--- src/rtl/ks_pkg.sv ---
// Shared types and constants for the pipelined Kogge-Stone adder.
package ks_pkg;

  localparam int KS_WIDTH_DEFAULT = 16;

  // One propagate/generate pair; a P/G vector is ks_pg_t [WIDTH-1:0].
  typedef struct packed {
    logic g;
    logic p;
  } ks_pg_t;

  // Number of prefix levels for a power-of-two operand width.
  function automatic int ks_log2(input int width);
    return $clog2(width);
  endfunction

endpackage

--- src/rtl/ks_prefix_cell.sv ---
// Kogge-Stone black cell: merges a higher P/G group with a lower one.
module ks_prefix_cell (
  input  logic g_hi,
  input  logic p_hi,
  input  logic g_lo,
  input  logic p_lo,
  output logic g_out,
  output logic p_out
);

  assign g_out = g_hi | (p_hi & g_lo);
  assign p_out = p_hi & p_lo;

endmodule

--- src/rtl/ks_pipe_adder.sv ---
// Pipelined Kogge-Stone adder: one register bank for the bitwise P/G stage
// and one per prefix level, valid/ready handshake with full backpressure.
module ks_pipe_adder
  import ks_pkg::*;
#(
  parameter int WIDTH = KS_WIDTH_DEFAULT
) (
  input  logic             clk,
  input  logic             rst_n,
  input  logic             in_valid,
  output logic             in_ready,
  input  logic [WIDTH-1:0] a,
  input  logic [WIDTH-1:0] b,
  input  logic             cin,
  output logic             out_valid,
  input  logic             out_ready,
  output logic [WIDTH-1:0] sum,
  output logic             cout,
  output logic             busy
);

  localparam int LOG2W = ks_log2(WIDTH);
  localparam int LAT   = LOG2W + 1;

  // Stage registers: group P/G, original p and cin carried alongside.
  ks_pg_t [WIDTH-1:0] pg_q [LAT];
  ks_pg_t [WIDTH-1:0] pg_d [LAT];
  logic   [WIDTH-1:0] p_q  [LAT];
  logic   [WIDTH-1:0] p_d  [LAT];
  logic   [LAT-1:0]   valid_q, valid_d;
  logic   [LAT-1:0]   cin_q, cin_d;

  // Value each stage would load when it is allowed to advance.
  wire ks_pg_t [WIDTH-1:0] pg_src [LAT];
  wire         [WIDTH-1:0] p_src  [LAT];
  wire         [LAT-1:0]   valid_src;
  wire         [LAT-1:0]   cin_src;

  ks_pg_t [WIDTH-1:0] s0_pg;
  logic   [LAT:0]     rdy;

  // Bitwise P/G from the operands, with cin folded into bit 0's generate.
  always_comb begin
    s0_pg = '0;
    for (int i = 0; i < WIDTH; i++) begin
      s0_pg[i].p = a[i] ^ b[i];
      s0_pg[i].g = a[i] & b[i];
    end
    s0_pg[0].g = (a[0] & b[0]) | ((a[0] ^ b[0]) & cin);
  end

  for (genvar k = 0; k < LAT; k++) begin : g_stage
    if (k == 0) begin : g_in
      assign pg_src[k]    = s0_pg;
      assign p_src[k]     = a ^ b;
      assign valid_src[k] = in_valid;
      assign cin_src[k]   = cin;
    end else begin : g_lvl
      localparam int D = 1 << (k - 1);
      assign p_src[k]     = p_q[k-1];
      assign valid_src[k] = valid_q[k-1];
      assign cin_src[k]   = cin_q[k-1];
      for (genvar i = 0; i < WIDTH; i++) begin : g_bit
        if (i >= D) begin : g_cell
          ks_prefix_cell u_cell (
            .g_hi  (pg_q[k-1][i].g),
            .p_hi  (pg_q[k-1][i].p),
            .g_lo  (pg_q[k-1][i-D].g),
            .p_lo  (pg_q[k-1][i-D].p),
            .g_out (pg_src[k][i].g),
            .p_out (pg_src[k][i].p)
          );
        end else begin : g_pass
          assign pg_src[k][i] = pg_q[k-1][i];
        end
      end
    end
  end

  // Ready chain: a stage can advance if it is empty or the next one advances.
  always_comb begin
    rdy      = '0;
    rdy[LAT] = out_ready;
    for (int k = LAT - 1; k >= 0; k--) begin
      rdy[k] = ~valid_q[k] | rdy[k+1];
    end
  end

  // Next-state: a stage loads from upstream when ready, otherwise holds.
  always_comb begin
    valid_d = valid_q;
    cin_d   = cin_q;
    pg_d    = pg_q;
    p_d     = p_q;
    for (int k = 0; k < LAT; k++) begin
      if (rdy[k]) begin
        valid_d[k] = valid_src[k];
        cin_d[k]   = cin_src[k];
        pg_d[k]    = pg_src[k];
        p_d[k]     = p_src[k];
      end
    end
  end

  // Stage register banks; reset discards every in-flight entry.
  always_ff @(posedge clk or negedge rst_n) begin
    if (!rst_n) begin
      valid_q <= '0;
      cin_q   <= '0;
      for (int k = 0; k < LAT; k++) begin
        pg_q[k] <= '0;
        p_q[k]  <= '0;
      end
    end else begin
      valid_q <= valid_d;
      cin_q   <= cin_d;
      pg_q    <= pg_d;
      p_q     <= p_d;
    end
  end

  logic [WIDTH-1:0] top_g;
  logic [WIDTH-1:0] top_p;
  logic [WIDTH-1:0] carry;
  logic             unused_top_p;

  // Sum and carry-out purely from the last stage's registers.
  always_comb begin
    top_g = '0;
    top_p = '0;
    for (int i = 0; i < WIDTH; i++) begin
      top_g[i] = pg_q[LAT-1][i].g;
      top_p[i] = pg_q[LAT-1][i].p;
    end
    carry        = {top_g[WIDTH-2:0], cin_q[LAT-1]};
    sum          = p_q[LAT-1] ^ carry;
    cout         = top_g[WIDTH-1];
    unused_top_p = ^top_p;
  end

  assign in_ready  = rdy[0];
  assign out_valid = valid_q[LAT-1];
  assign busy      = |valid_q;

endmodule

--- config.mk ---
export PLATFORM = sky130hd
export DESIGN_NAME = ks_pipe_adder
export DESIGN_NICKNAME = d
export VERILOG_FILES = /design/src/rtl/ks_pkg.sv /design/src/rtl/ks_prefix_cell.sv /design/src/rtl/ks_pipe_adder.sv
export SDC_FILE = /design/constraint.sdc
export NUM_CORES = 1
export LEC_CHECK = 0
export BUFFER_PORTS_ARGS = -buffer_cell sky130_fd_sc_hd__buf_4
export CAP_MARGIN = 20
export CORE_UTILIZATION = 25
export DETAILED_ROUTE_END_ITERATION = 10
export SYNTH_ARGS = -nofsm -noshare
export SYNTH_HDL_FRONTEND = slang
export SYNTH_SLANG_ARGS = --single-unit
--- constraint.sdc ---
create_clock -name clk -period 2.48 [get_ports clk]
set_input_delay 0.124 -clock clk [delete_from_list [all_inputs] [get_ports clk]]
set_output_delay 0.124 -clock clk [all_outputs]
set_load 0.01 [all_outputs]
Word level (Yosys, flattened, before mapping)
Index checks and enable logic that the tools add are counted.

Output and inout port bits: 20. Bits in registers: 219.

Bitwise gates (word level): 178. Reductions and logical operators: 1.

Operators by type and width (number): 1-bit AND (100); 1-bit bitwise OR (55); 16-bit XOR (2); 1-bit XOR (16); 1-bit inverter (5); 5-bit OR reduction (1).

Depth between registers and ports, before layout
Gate-level depths: netlist of the first run.

Depth after elaboration: 6. Depth in mapped cells: 7.

Hierarchy
A second synthesis of the first run with hierarchy kept.

Cell total of the unflattened synthesis: 665. Area, all modules: 9181.3 um2.

By module, submodules not included: ks_pipe_adder (seq. area each 5380.2 um2, instances 1, area an instance 8445.6 um2, cells each 567); ks_prefix_cell (seq. area each 0.0 um2, instances 49, area an instance 15.0 um2, cells each 2).

Worst setup path after synthesis of the first run
OpenSTA, ideal clock, no wires.

Path kind: reg-to-reg. Start point: register valid_q[4]. End point: register p_q[64] in the netlist's numbering. Slack: 0.822 ns. Library setup time: 0.125 ns. Required time: 2.355 ns. Path buffers: 3. Stages on the path, launching flop included: 7. Data arrival time: 1.533 ns. Cell sequence: dfrtp_1 and4b_1 buf_6 and3_4 buf_6 buf_6 mux2_4.

Cells in the longest elaborated chain, start to end: 6.

RTL lines: start: declaration (RTL line ks_pipe_adder.sv:30) `logic [LAT-1:0] valid_q, valid_d;`; start signal: assignment (RTL line ks_pipe_adder.sv:115) `valid_q <= valid_d;`; 1-bit inverter (RTL line ks_pipe_adder.sv:85) `rdy[k] = ~valid_q[k] | rdy[k+1];`; 1-bit bitwise OR (5 in a row) (RTL line ks_pipe_adder.sv:85); end signal: assignment (RTL line ks_pipe_adder.sv:118) `p_q <= p_d;`; end: declaration (RTL line ks_pipe_adder.sv:28) `logic [WIDTH-1:0] p_q [LAT];`.

No other way between the ends. A chain may end at the register's enable or synchronous reset.

Worst setup path in the final report of the first run
Start point: register valid_q[4]. End point: output port in_ready.

Cells in the longest elaborated chain, start to end: 6.

RTL lines: 1-bit inverter (RTL line ks_pipe_adder.sv:85); 1-bit bitwise OR (5 in a row) (RTL line ks_pipe_adder.sv:85); end: declaration (RTL line ks_pipe_adder.sv:11) `output logic in_ready,`.

No other way between the ends.

==> results of run 1 <==
## repair_timing
item / CTS / global route
hold buffers: 39 / 0
gates resized for setup: 0 / 0
setup endpoints to repair: 0 / 0
hold endpoints to repair: 114 / 0
buffers inserted: 0 / 0
## state kept, by name, indices dropped and copies added (netlist names)
signal,count
carry,15
p_q,79
pg_q,99
valid_q,5
cin_q,5
cout,1
## path summary, 6_finish.rpt
kind / from / to / slack [ns] / cells past startpoint
max reg2reg: valid_q[4]$_DFFE_PN0P_ / pg_q[153]$_DFFE_PN0P_ / 0.63 / 3
min: b[14] / p_q[78]$_DFFE_PN0P_ / 0.006 / 3
min in group asynchronous: rst_n / p_q[4]$_DFFE_PN0P_ / 0.26 / 2
min reg2reg: cin_q[3]$_DFFE_PN0P_ / cin_q[3]$_DFFE_PN0P_ / 0.46 / 2
max: valid_q[4]$_DFFE_PN0P_ / in_ready / 0.27 / 4
max in group asynchronous: rst_n / pg_q[124]$_DFFE_PN0P_ / 1.51 / 3
## cell families (layout without fill, tap and decap cells)
group | after synthesis | in the layout | synth area share, %
and+or+nand+nor | 217 | 217 | 10.4
DFF | 204 | 204 | 60.7
muxes | 105 | 105 | 14.8
AOI/OAI and AO/OA | 97 | 97 | 6.13
buffers and inverters | 64 | 171 | 3.93
adders and majority gates | 16 | 16 | 2.38
xor gates and xnor gates | 16 | 16 | 1.67
## layer usage
metal	routed length, um	part of all wire, %	vias up	global-route usage (%)
met4	276	1.6	0	2.28
met5	0	0	-	0
met3	657	3.9	27	1.89
li1	-	-	2574	-
met1	8630	51	2483	15.1
met2	7300	43	75	15.4
## where the power goes
part	internal, mW	switching (mW)
registers	4.12	0.593
clock network	1.79	1.21
logic	1.01	0.968
## critical path, stage by stage (launching register included)
cell and delay, ns:
dfrtp_1 0.43, and4b_2 0.26, and3_4 0.60, inv_1 0.10
buf_4 0.17
## per-stage QoR
stage               area [um2]  worst slack [ns]
floorplan                 8410             0.822
global route             10400            0.0978
finish                   10400             0.271
detailed placement        9300             0.589
CTS                      10400             0.235
global placement          9300             0.662
## Yosys cell counts (all sizes together)
master  instances
nor3            1
nor2b           1
nor2            1
clkbuf         18
nand4b          1
buf            15
xor2           16
nand3           8
ha             16
mux2           75
and4b           1
and3b           1
mux2i          30
a21oi          50
and3            2
nand2b          2
inv            31
or2             3
dfrtp         204
o21ai          35
o31ai          12
nand2         195
nand3b          1
## final cells by class
class | instances | area (um2) | area share [%]
clock buffers | 31 | 646 | 6.23
clock inverters | 4 | 20.0 | 0.193
inverters | 31 | 116 | 1.12
multi-input cells | 451 | 2990 | 28.8
flip-flops and latches | 204 | 5100 | 49.3
well taps | 442 | 553 | 5.34
repair buffers | 105 | 930 | 8.98
==> results.md, run 1 <==
* Grt ovf at 0
* Final non-filler cell total at 1268
* Lkg Pwr at 4.81 nW
* Die height at 185 um
* DP Wirelength at 11.8 mm
* Yosys reg bits at 204
* Tcrit/Tclk final at 89.1%
* Yosys warning total at 0
* CTS buffer count at 22
* Core Area at 0.0328 mm2
* PD cells at 936 mW/mm2
* Max Slew Vio Count at 0
* CTS sink cnt at 204
* Final setup violation count at 0
* Clock Skew at 0.00690 ns
* Worst slew pin tran at 0.726 ns
* Total track usage at 10.2%
* Netlist cell types at 26
* WL/cell at 13.3 um
* Synth Area per Inst at 11.7 um2
* Layout cells sized above 1 at 21.7%
* Worst vdd ir at 0.000389 V
* Largest net degree at the start of global routing at 88
* Top cells by area, synth: dfrtp_1, nand2_1, mux2_2, mux2_4, mux2i_1
* PortBufs at 56
* Slew headroom at 51.6%
* Total power at 9.69 mW
* Outcome: complete, no violations
* Arr. time, crit path at 2.09 ns
* Max_cap viols at 0
* Via-per-instance ratio at 4.07
* Max Clk Rate at 453 MHz
* Root Driver: clkbuf_16
* Post-synth net total at 772
* RSZ-0062 raised after global routing: false
* Crit path time final at 2.21 ns
* Remaining antenna violation count after routing at 0
* Final core area utilization at 31.6%
* Num rows at 66
* Final GP Congestion at 0.752
* Routed wire length at 16.9 mm
* Vias at 5159
* Vias in the first global route at 5268
* Iter 0 DRT Violations at 201
* Ant diodes at 0
* Mapped Area at 0.00841 mm2
* Number of iterations in the first detailed-routing pass at 4
* WP data required at 2.36 ns
* Initial Utilization at 25.7%
* Area leader, netlist: dfrtp_1
* Crit. End Element: output pin
* Clk slew on worst S/H paths at 0.06 ns
* Most frequent cells in the layout: dfrtp_1, nand2_1, buf_4, a21oi_1, mux2_2
* H-tree depth at 1
* Initial antenna violation count at 0
* TritonCTS clock tree: done
* Filler instances at 3355
* Nets@finish at 868
* Later-pin clock latency in the skew report at 0.49 ns
* Gate Count Post-Synth at 719
* Startpoint Class: register
* First-pass GRT wire length at 28.1 mm
* Layout area overhead at 23.1%
* DIE AREA at 0.0344 mm2
* WS Path Type: register to output pin
* Chip Width at 185 um
* Final Hold Fails at 0
* Fin Hold WS at 0.00603 ns
* Post-Route Setup TNS at 0 ns
* Top cell type's share of synthesized area at 60.7%
* Commonest non-fill, non-tap cell in the layout: dfrtp_1
* IO Pins at 57
* Cells after DPL at 1194
* HP Class: primary input to register
* Worst Path Max Fanout at 35
* Sequential share of the synthesized area at 60.7%
* Clock buffer depth at 3
* Residual DRC at 0
(Power assumes the default switching activity.)
==> inputs of run 2 (changes only) <==
--- a/config.mk
+++ b/config.mk
@@ -7,8 +7,9 @@
 export LEC_CHECK = 0
 export BUFFER_PORTS_ARGS = -buffer_cell sky130_fd_sc_hd__buf_4
 export CAP_MARGIN = 20
-export CORE_UTILIZATION = 25
+export CORE_UTILIZATION = 65
 export DETAILED_ROUTE_END_ITERATION = 10
+export PLACE_DENSITY = 0.85
 export SYNTH_ARGS = -nofsm -noshare
 export SYNTH_HDL_FRONTEND = slang
 export SYNTH_SLANG_ARGS = --single-unit
==> run 2 against run 1 <==
Effect of this change:
- flip-flop and latch count unchanged
- worst hold slack got worse by 0.0059 ns
- maximum frequency increased by 0.72%
- clock skew increased by 0.0027 ns
- non-clock buffer count decreased by 17
- cell count decreased by 23%
- final area decreased by 5.2%
- total power decreased by 0.81%
- via count increased by 6.4%
- first-iteration DRC count increased by 69%
- die area decreased by 61%
- critical path depth unchanged
- critical path type unchanged
- critical endpoint unchanged
==> results.md, run 2 (synthesis gave the netlist of run 1 again) <==
* Routed wire length at 16.6 mm (-1.3%)
* Worst vdd ir at 0.000609 V (+56%)
* Clk slew on worst S/H paths at 0.06 ns (about the same)
* PD cells at 979 mW/mm2 (+4.6%)
* Cells after DPL at 921 (-23%)
* Total track usage at 26.5% (+16 points)
* DIE AREA at 0.0134 mm2 (-61%)
* Tcrit/Tclk final at 88.5% (-0.63 points)
* Remaining antenna violation count after routing at 0 (unchanged)
* Vias in the first global route at 5514 (+4.7%)
* Top reg by flops: pg_q
* Later-pin clock latency in the skew report at 0.48 ns (about the same)
* Total power at 9.61 mW (-0.81%)
* Max Slew Vio Count at 0 (unchanged)
* Chip Width at 116 um (-38%)
* WL/cell at 17.0 um (+28%)
* Layout area overhead at 16.7%
* Clock buffer depth at 3 (unchanged)
* Clock Skew at 0.00957 ns (+0.00266 ns)
* Number of iterations in the first detailed-routing pass at 5 (+1)
* First-pass GRT wire length at 27.4 mm (-2.5%)
* Crit. End Element: output pin
* Core Area at 0.0126 mm2 (-62%)
* Lkg Pwr at 4.71 nW (-2.2%)
* Initial antenna violation count at 0 (unchanged)
* Arr. time, crit path at 2.07 ns (-0.02 ns)
* Vias at 5489 (+6.4%)
* Final Hold Fails at 0 (unchanged)
* HP Class: primary input to register
* Nets@finish at 849 (-2.2%)
* Via-per-instance ratio at 5.60 (+38%)
* Initial Utilization at 66.7% (+41 points)
* Final GP Congestion at 0.805 (+7.0%)
* Slew headroom at 40.6% (-11 points)
* Crit path time final at 2.19 ns (-0.0157 ns)
* Largest net degree at the start of global routing at 81 (-8.0%)
* Num rows at 41 (-38%)
* Final non-filler cell total at 980 (-23%)
* Worst slew pin tran at 0.886 ns (+0.160 ns)
* Iter 0 DRT Violations at 339 (+69%)
* RSZ-0062 raised after global routing: false
* Die height at 116 um (-38%)
* Place WS at 0.594 ns (+0.00568 ns)
* Worst Path Max Fanout at 35 (unchanged)
* Post-CTS setup buffer count at 0 (unchanged)
* WS Path Type: register to output pin
* Post-Route Setup TNS at 0 ns (unchanged)
* Most frequent cells in the layout: dfrtp_1, nand2_1, buf_4, a21oi_1, mux2_2
* Number of flip-flops in the largest register at 99 (unchanged)
* CTS buffer count at 20 (-9.1%)
* Layout cells sized above 1 at 21.4% (-0.26 points)
* Ant diodes at 0 (unchanged)
* PortBufs at 56 (unchanged)
* DP Wirelength at 10.3 mm (-13%)
* IO Pins at 57 (unchanged)
* Final core area utilization at 77.8% (+46 points)
* Startpoint Class: register
* Max Clk Rate at 456 MHz (+0.72%)
* Commonest non-fill, non-tap cell in the layout: dfrtp_1
* H-tree depth at 1 (unchanged)
* Residual DRC at 0 (unchanged)
* Grt ovf at 0 (unchanged)
* Final WS setup at 0.286 ns (+0.0157 ns)
* Final setup violation count at 0 (unchanged)
* Outcome: complete, no violations
* WP data required at 2.36 ns (about the same)
* TritonCTS clock tree: done
* Post-CTS sizing at 0 (unchanged)
* Root Driver: clkbuf_16
* Max_cap viols at 0 (unchanged)
* CTS sink cnt at 204 (unchanged)
-- run 2: cell types whose count changed in the layout (fill, tap and decap cells not counted), sizes merged --
cell,before,now
dlygate4sd3,39,25
buf,65,62
clkinv,4,1
bufinv,0,1
clkinvlp,0,1
-- run 2: repair_timing --
| item | 4_1_cts | 5_1_grt |
|---|---|---|
| endpoints found under the setup margin | 0 | 0 |
| hold endpoints to repair | 72 | 0 |
| hold buffers | 25 | 0 |
-- run 2: power by group --
group | internal (mW) | switching [mW] | leakage (nW)
combinational | 0.981 | 0.952 | 1.87
sequential | 4.12 | 0.610 | 2.53
clock | 1.77 | 1.18 | 0.313
-- run 2: final timing paths --
path	startpoint	end	slack, ns	cells past startpoint
min in group asynchronous	rst_n	p_q[15]$_DFFE_PN0P_	0.16	2
max reg2reg	valid_q[4]$_DFFE_PN0P_	pg_q[105]$_DFFE_PN0P_	0.55	4
max	valid_q[4]$_DFFE_PN0P_	in_ready	0.29	4
min	a[5]	p_q[69]$_DFFE_PN0P_	0.0001	3
max in group asynchronous	rst_n	p_q[72]$_DFFE_PN0P_	1.56	3
min reg2reg	p_q[23]$_DFFE_PN0P_	p_q[23]$_DFFE_PN0P_	0.46	2
-- run 2: through the flow --
step           cell area (um2)  hold WS [ns]
6_report                  9820      0.000103
3_3_place_gp              8920         0.109
5_1_grt                   9820       0.00320
3_5_place_dp              8920         0.109
4_1_cts                   9820     0.0000260
2_1_floorplan             8410        -0.172
-- run 2: final cells by class --
cell class	instances	area (um2)
Sequential cell	204	5100
Multi-Input combinational cell	451	2980
Fill cell	778	2800
Timing Repair Buffer	88	754
Clock buffer	31	603
Tap cell	172	215
Inverter	31	116
Clock inverter	3	42.5
-- run 2: critical path: stages (launching register included) --
cell and delay (ns):
dfrtp_1 0.44, and4b_2 0.28, and3_4 0.60, inv_1 0.08, buf_4 0.16
-- run 2: routing by layer --
| metal | vias to the layer above | GRT usage, % | wire, um |
|---|---|---|---|
| met2 | 180 | 43.2 | 8190 |
| met5 | - | 0 | 0 |
| met4 | 0 | 9.15 | 427 |
| met3 | 41 | 4.24 | 841 |
| li1 | 2549 | - | - |
| met1 | 2719 | 36.7 | 7180 |
==> inputs of run 3 (changes only) <==
--- a/config.mk
+++ b/config.mk
@@ -7,9 +7,9 @@
 export LEC_CHECK = 0
 export BUFFER_PORTS_ARGS = -buffer_cell sky130_fd_sc_hd__buf_4
 export CAP_MARGIN = 20
-export CORE_UTILIZATION = 65
+export CORE_UTILIZATION = 26
 export DETAILED_ROUTE_END_ITERATION = 10
-export PLACE_DENSITY = 0.85
+export PLACE_DENSITY = 0.48
 export SYNTH_ARGS = -nofsm -noshare
 export SYNTH_HDL_FRONTEND = slang
 export SYNTH_SLANG_ARGS = --single-unit
==> run 3 against run 2 <==
Effect of this change:
- sequential share of layout area down 2.9 points
- flip-flop and latch count unchanged
- global-route usage down 15 points
- first-iteration DRC count down 53%
- total power up 4.5%
- wire length up 6.1%
- largest power group unchanged
- highest routed layer unchanged
==> results.md, run 3 (synthesis gave the netlist of run 1 again) <==
* Clk slew on worst S/H paths at 0.06 ns (about the same)
* PortBufs at 56 (unchanged)
* WL/cell at 14.3 um (-16%)
* DP Wirelength at 12.0 mm (+16%)
* Root Driver: clkbuf_16
* Vias in the first global route at 5335 (-3.2%)
* WL met2 at 7.46 mm (-9.0%)
* Largest net degree at the start of global routing at 73 (-9.9%)
* Crit path time final at 2.20 ns (+0.00540 ns)
* WL met1 at 9.25 mm (+29%)
* WP data required at 2.36 ns (about the same)
* First-pass GRT wire length at 29.5 mm (+7.9%)
* Iter 0 DRT Violations at 161 (-53%)
* Ant diodes at 0 (unchanged)
* Post-Route Setup TNS at 0 ns (unchanged)
* Final non-filler cell total at 1235 (+26%)
* Final WS setup at 0.281 ns (-0.00540 ns)
* Initial Utilization at 26.5% (-40 points)
* Final Hold Fails at 0 (unchanged)
* Slowest cell delay on critical path at 0.59 ns (about the same)
* Slew headroom at 53.0% (+12 points)
* Layout cells sized above 1 at 22.1% (+0.68 points)
* Worst slew pin tran at 0.705 ns (-0.181 ns)
* H-tree depth at 1 (unchanged)
* Number of flip-flops in the largest register at 99 (unchanged)
* Clock buffer depth at 3 (unchanged)
* Total track usage at 11.1% (-15 points)
* Max layer used: met4
* Arr. time, crit path at 2.08 ns (about the same)
* Final setup violation count at 0 (unchanged)
* Most frequent cells in the layout: dfrtp_1, nand2_1, buf_4, a21oi_1, mux2_2
* HP Class: primary input to register
* Critical-path cell list: and4b_2 > and3_4 > inv_1 > buf_4
* PD cells at 966 mW/mm2 (-1.4%)
* Place WS at 0.642 ns (+0.0479 ns)
* Max Clk Rate at 455 MHz (-0.25%)
* CTS sink cnt at 204 (unchanged)
* Outcome: complete, no violations
* Remaining antenna violation count after routing at 0 (unchanged)
* Clock Skew at 0.00807 ns (-0.00150 ns)
* Final GP Congestion at 0.711 (-12%)
* Routed wire length at 17.6 mm (+6.1%)
* Via-per-instance ratio at 4.19 (-25%)
* Layout area overhead at 23.6%
* Cells after DPL at 1154 (+25%)
* Max Slew Vio Count at 0 (unchanged)
* Worst Path Max Fanout at 35 (unchanged)
* Die height at 182 um (+57%)
* Top reg by flops: pg_q
* Initial antenna violation count at 0 (unchanged)
* Worst vdd ir at 0.000371 V (-39%)
* Post-Place Cell Area at 0.00924 mm2 (+3.5%)
* Fin Hold WS at 0.00190 ns (+0.00180 ns)
* Nets@finish at 870 (+2.5%)
* DIE AREA at 0.0331 mm2 (+150%)
* WL met3 at 686 um (-18%)
* Grt ovf at 0 (unchanged)
* CP max-delay cell: and3_4
* Lkg Pwr at 4.86 nW (+3.2%)
* RSZ-0062 raised after global routing: false
* Core Area at 0.0317 mm2 (+150%)
* Tcrit/Tclk final at 88.7% (+0.22 points)
* Startpoint Class: register
* Commonest non-fill, non-tap cell in the layout: dfrtp_1
* IO Pins at 57 (unchanged)
* Later-pin clock latency in the skew report at 0.50 ns (+0.02 ns)
* Max_cap viols at 0 (unchanged)
* Vias at 5177 (-5.7%)
* Final Instance Area at 0.0104 mm2 (+5.9%)
* CTS buffer count at 23 (+15%)
* Number of iterations in the first detailed-routing pass at 5 (unchanged)
* Chip Width at 182 um (+57%)
* Post-CTS setup buffer count at 0 (unchanged)
* WS Path Type: register to output pin
* Num rows at 65 (+59%)
* Residual DRC at 0 (unchanged)
* TritonCTS clock tree: done
* Crit. End Element: output pin
[run 3: routing by layer]
| metal | vias up | global-route usage (%) |
|---|---|---|
| li1 | 2597 | - |
| met1 | 2486 | 16.8 |
| met2 | 72 | 16.1 |
| met3 | 22 | 1.97 |
| met4 | 0 | 2.86 |
| met5 | - | 0 |
[run 3: final timing paths]
path	start	to	slack, ns	cells after the start
max reg2reg	valid_q[4]$_DFFE_PN0P_	pg_q[153]$_DFFE_PN0P_	0.65	3
min in group asynchronous	rst_n	pg_q[135]$_DFFE_PN0P_	0.15	2
max in group asynchronous	rst_n	p_q[16]$_DFFE_PN0P_	1.54	3
min reg2reg	p_q[27]$_DFFE_PN0P_	p_q[27]$_DFFE_PN0P_	0.46	2
max	valid_q[4]$_DFFE_PN0P_	in_ready	0.28	4
min	b[1]	p_q[65]$_DFFE_PN0P_	0.002	3
[run 3: where the power goes]
part / leakage, nW / switching (mW) / internal (mW)
Combinational: 1.95 / 0.979 / 1.01
Sequential: 2.53 / 0.572 / 4.12
Clock: 0.380 / 1.30 / 2.07
Total: 4.86 / 2.85 / 7.20
[run 3: what timing repair did]
action / 4_1_cts / 5_1_grt
hold buffers: 40 / 0
setup endpoints to repair: 0 / 0
hold endpoints to repair: 75 / 0
resized for setup: 0 / 0
[run 3: layout make-up]
cell class | count | area (um2)
fill | 3256 | 21300
sequential | 204 | 5100
multi-input combinational | 451 | 2990
timing repair buffer | 106 | 927
clock buffer | 37 | 718
tap | 402 | 503
inverter | 31 | 116
clock inverter | 4 | 45.0
[run 3: stage by stage]
step	total power, mW	utilization, %
final	10.0	32.8
after global routing	10.7	32.8
after CTS	10.2	32.8
after detailed placement	6.77	29.1
after global placement	6.72	29.1
after floorplan	5.81	-
[run 3: worst max-delay path, delay by kind of cell (launching register included)]
kind | cells | cell delay (ns)
AND/OR/NAND/NOR | 2 | 0.86
flip-flops | 1 | 0.44
buffers and inverters | 2 | 0.25
